**src/rtl/softmax_max_buf.sv**
```systemverilog
// softmax_max_buf: buffers one input vector while tracking its signed maximum,
// then replays each element beside that maximum so the downstream range-reduction
// unit computes (x - max) * const, which is never positive.
module softmax_max_buf #(
    parameter int Bf              = 8,
    parameter int FIX_POINT_WIDTH = 16,
    parameter int DEPTH           = 64,
    parameter int CNT_W           = $clog2(DEPTH + 1)
) (
    input  logic                       clk,
    input  logic                       rst_n,
    input  logic [2:0]                 cfg_s_mult,
    input  logic                       s_valid,
    output logic                       s_ready,
    input  logic [FIX_POINT_WIDTH-1:0] s_data,
    input  logic                       s_last,
    output logic                       m_valid,
    input  logic                       m_ready,
    output logic [FIX_POINT_WIDTH-1:0] m_x,
    output logic [FIX_POINT_WIDTH-1:0] m_max,
    output logic                       m_last,
    output logic                       s_mux,
    output logic [2:0]                 s_mult,
    output logic [CNT_W-1:0]           vec_len,
    output logic                       err_ovf
);

    localparam int ADDR_W = (DEPTH > 1) ? $clog2(DEPTH) : 1;

    // Reject parameter sets the datapath cannot represent.
    if (DEPTH < 2) begin : g_bad_depth
        $error("softmax_max_buf: DEPTH must be at least 2");
    end
    if (Bf >= FIX_POINT_WIDTH) begin : g_bad_bf
        $error("softmax_max_buf: Bf must be smaller than FIX_POINT_WIDTH");
    end

    typedef enum logic [1:0] {
        IDLE,
        LOAD,
        REPLAY
    } state_t;

    state_t                     state;
    state_t                     state_nxt;
    logic [FIX_POINT_WIDTH-1:0] mem [DEPTH];
    logic [CNT_W-1:0]           wr;
    logic [CNT_W-1:0]           rd;
    logic [FIX_POINT_WIDTH-1:0] max_q;
    logic                       s_fire;
    logic                       m_fire;
    logic                       buf_full;

    // Handshake qualifiers; the final slot closes the vector even without s_last.
    assign s_fire   = s_valid && s_ready;
    assign m_fire   = m_valid && m_ready;
    assign buf_full = (wr == CNT_W'(DEPTH - 1));

    // The ru unit is always run in subtract-max mode.
    assign s_mux = 1'b1;
    assign m_max = max_q;
    assign m_x   = mem[rd[ADDR_W-1:0]];

    // State register.
    always_ff @(posedge clk or negedge rst_n) begin
        // NOTE: sequential state uses non-blocking assignments so every register
        // samples pre-edge values regardless of block ordering.
        if (!rst_n) state <= IDLE;
        else        state <= state_nxt;
    end

    // Next-state and handshake outputs; load and replay never overlap.
    always_comb begin
        // NOTE: every output gets a default first so no path can infer a latch.
        state_nxt = state;
        s_ready   = 1'b0;
        m_valid   = 1'b0;
        m_last    = 1'b0;
        unique case (state)
            IDLE: begin
                s_ready = rst_n;
                if (s_fire) state_nxt = s_last ? REPLAY : LOAD;
            end
            LOAD: begin
                s_ready = rst_n;
                if (s_fire && (s_last || buf_full)) state_nxt = REPLAY;
            end
            REPLAY: begin
                m_valid = 1'b1;
                m_last  = (rd == vec_len - CNT_W'(1));
                if (m_fire && m_last) state_nxt = IDLE;
            end
            default: state_nxt = IDLE;
        endcase
    end

    // Element storage, written on every accepted input.
    always_ff @(posedge clk) begin
        // NOTE: the buffer is deliberately left out of reset; every slot is written
        // before it is replayed, so clearing it would only cost reset fanout.
        if (s_fire) mem[wr[ADDR_W-1:0]] <= s_data;
    end

    // Counters, running maximum, per-vector config and overflow flag.
    always_ff @(posedge clk or negedge rst_n) begin
        if (!rst_n) begin
            wr      <= '0;
            rd      <= '0;
            max_q   <= '0;
            s_mult  <= '0;
            vec_len <= '0;
            err_ovf <= 1'b0;
        end else begin
            err_ovf <= 1'b0;
            if (s_fire) begin
                if (state == IDLE) begin
                    // First element seeds the maximum and latches the vector config.
                    max_q  <= s_data;
                    s_mult <= cfg_s_mult;
                    wr     <= CNT_W'(1);
                    if (s_last) vec_len <= CNT_W'(1);
                end else begin
                    wr <= wr + CNT_W'(1);
                    if ($signed(s_data) > $signed(max_q)) max_q <= s_data;
                    if (s_last || buf_full) begin
                        vec_len <= wr + CNT_W'(1);
                        err_ovf <= !s_last;
                    end
                end
            end
            if (state == REPLAY && m_fire) begin
                if (m_last) begin
                    rd <= '0;
                    wr <= '0;
                end else begin
                    rd <= rd + CNT_W'(1);
                end
            end
        end
    end

endmodule
```
**config.mk**
```make
export PLATFORM = sky130hd
export DESIGN_NAME = softmax_max_buf
export DESIGN_NICKNAME = d
export VERILOG_FILES = /design/src/rtl/softmax_max_buf.sv
export SDC_FILE = /design/constraint.sdc
export NUM_CORES = 1
export LEC_CHECK = 0
export CAP_MARGIN = 10
export CORE_MARGIN = 3
export CORE_UTILIZATION = 50
export DETAILED_ROUTE_END_ITERATION = 7
export PLACE_DENSITY_LB_ADDON = 0.3
export SETUP_SLACK_MARGIN = 0.5
export SYNTH_ARGS = -nofsm -noshare
export SYNTH_HDL_FRONTEND = slang
export SYNTH_SLANG_ARGS = --single-unit
```
**constraint.sdc**
```tcl
create_clock -name clk -period 6.04 [get_ports clk]
set_clock_uncertainty 0.05 [all_clocks]
set_input_delay 1.812 -clock clk [delete_from_list [all_inputs] [get_ports clk]]
set_output_delay 1.812 -clock clk [all_outputs]
set_load 0.01 [all_outputs]
```
==> impl_results.md <==
- Largest net degree at the start of global routing: 66
- Mux cell area share after synthesis: 15.2%
- I/O pin count: 71
- Max Cap Viol: 0
- Worst-path fanout max: 29
- Max incr delay on CP: 560 ps
- Via count: 20820
- # H-tree levels: 3
- Post-synth top area cell: edfxtp_1
- Initial Util: 50.8%
- Initial DRC count: 2908
- Outcome: finished, final reports clean
- Pre-antenna DRT Iters: 5
- Syn Area/Cell: 21.3 µm²
- Layout cells sized above 1: 29.2%
- Vias/cell: 6.26
- Total wire length after detailed routing: between 100000 and 150000 µm
- CP Cell Sequence: buf_12, buf_12, mux4_2, o22ai_1, nor4_1, nand2_1, o21ai_0, clkdlybuf4s50_1
- Yosys reg bits: 1067
- Die H: 293 µm
- Min Tclk post-route: 5510 ps
- HPWL after detailed placement: 62900 µm
- Worst VDD drop: ~250 µV
- Yosys top cell area share: ~75%
- Primary FF master, synth: edfxtp_1
- Global placer's final weighted congestion: 0.861
- Critical Path RT: between 4000 and 5000 ps
- Final Worst Setup Slack: 526 ps
- Worst path bufs/invs: 3
- Combinational family with the most area after synthesis: multiplexers
- Clock sink count: 1067
- Worst Path Class, Setup: reg -> out
- Clk_lat worst skew: about 650 ps
- CP delay by family, top: buffers and inverters
- Remaining antenna violation count after routing: 0
- Slew Limit Fails: 0
- Headroom to the max-slew limit: 39.4%
- Post-synthesis simple-gate area fraction: 2.63%
- Tightest Pin Transition: 908 ps
- Row count: 104
- TritonCTS Buffers: 105
- Final Setup Violations: 0
- Synth Cell Area: 41300 µm²
- Sequential area share after synthesis: 77.1%
- Synth area leaders: edfxtp_1, mux4_2, dfrtp_1
- Cells after Synth: 1940
- I/O Buffers: 69
- GR Overflow Total: 0
- Worst Path Arrival: 3650 ps
- Most frequent cells in the layout: edfxtp_1, mux4_2, buf_4
- CTS hold repair buffers: 0
- Area Overhead vs Synth: 15.9%
- Pwr/cell area: 415 nW/µm²
- Synthesized Nets: 1983
- Die Area: 86000 µm²
- Max Clk Rate: 181 MHz
- Pleak: 15.2 nW
- Max Buffers Root-to-Sink: 3
- Vias in the first global route: 21026
- Synth Area in Compound Gates: about 2.8%
- CP max-delay cell: mux4_2
- Final hold viol count: 0
- Clock-pin slew on the worst setup and hold paths: about 60 ps
- All-Layer GR Usage: 24.3%
- Number of distinct library cells after synthesis: 52
- Chip Width: 293 µm
- NumNets Final: 2218
- Fin Setup TNS: 0 ps
- Fin crit share: 91.3%
- Worst setup SP type: flop
- CTS Root Cell: clkbuf_16
- Routed WL per cell: approximately 30 µm
- Global-route wire length before repair: 149000 µm
- Post-synthesis adder-cell area fraction: 0.576%
- Asr flop ratio synth: under 10%
- Worst reg2reg startpoint: state[1]
- RSZ-0062 raised after global routing: yes
- Number of flops mapped to enable cells by yosys: ~1000
- Synth Area in XOR/XNOR: less than 1%
- Core Area: 81200 µm²
- Initial antenna violation count: 5
- Critical path launch point: rd[0]
- Commonest non-fill, non-tap cell in the layout: edfxtp_1
- HP Start: s_mult[0]
- CTS tree: built
- Place WS: 799 ps
- Top cell by count, worst path: buf_12
- Post-route DRC: 0
- Setup crit end kind: primary output
- Min-delay worst type: reg -> reg
- Ys Warns: 0
## synthesized netlist by cell type, drive strengths merged, types with 11 or more instances
cell    count
nor3       23
nand3      11
nor2       90
edfxtp   1024
o22ai     105
nor4       17
dfrtp      43
buf        51
clkbuf     52
ha         19
mux4      261
a21oi      14
mux2       34
o21ai      50
nand2      46
inv        18
## registers in the layout (all words and copies together), names as in the netlist
signal / count
m_max: 16
vec_len: 7
rd: 7
err_ovf: 1
mem: 1024
state: 2
s_mult: 3
wr: 7
## cells by family (layout without fill, tap and decap cells)
logic type,after synthesis,in the layout
mux,296,296
xor+xnor,14,14
buf+inv,121,446
flops,1067,1067
other cells,1,2
simple gates,230,230
compound gates,192,192
fa+ha+maj,19,19
## final timing paths
check / slack [ps] / cells past startpoint / to
worst max register to register: 3130 / 6 / mem[38][11]
max in group asynchronous: 4250 / 2 / rd[0]
min in group asynchronous: 1230 / 2 / rd[6]
worst max-delay path: 530 / 8 / m_x[2]
worst min-delay path: 450 / 1 / s_mult[0]
worst min register to register: 450 / 1 / s_mult[0]
## per-stage QoR
step	hold WS (ps)	util [%]	instances	total power, mW	area (µm²)
6_report	453	58.9	3326	19.8	47800
5_1_grt	469	58.9	3325	20.5	47800
4_1_cts	460	58.7	3325	19.9	47700
3_5_place_dp	442	54.1	3108	13.2	43900
3_3_place_gp	433	54.1	3108	13.2	43900
2_1_floorplan	402	-	1940	11.4	41300
## report_power, final
part	total, mW	leakage, nW	internal [mW]	switching, mW
Clock	6.47	1.67	3.75	2.71
Combinational	4.97	3.76	2.41	2.56
Sequential	8.40	9.74	8.25	0.141
Total	19.8	15.2	14.4	5.41
## layer usage
metal	vias up	global-route usage (%)	share of wire (%)
met5	-	0	0
met3	162	4.52	8.4
met1	11024	33.5	39
met4	0	6.97	2.6
li1	8598	-	-
met2	1036	40.2	50
## area by class of cell
type	count	area, µm²
Antenna cell	1	2.50
Clock buffer	135	2800
Clock inverter	62	624
Fill cell	5716	33400
Inverter	18	67.6
Multi-Input combinational cell	752	9070
Sequential cell	1067	31800
Tap cell	1060	1330
Timing Repair Buffer	231	2100
## what timing repair did
| item | in CTS | in global routing |
|---|---|---|
| setup buffers | 19 | 0 |
| gates cloned | 1 | 0 |
| setup endpoints to repair | 16 | 14 |
| resized for setup | 12 | 32 |
(Power assumes the default switching activity.)
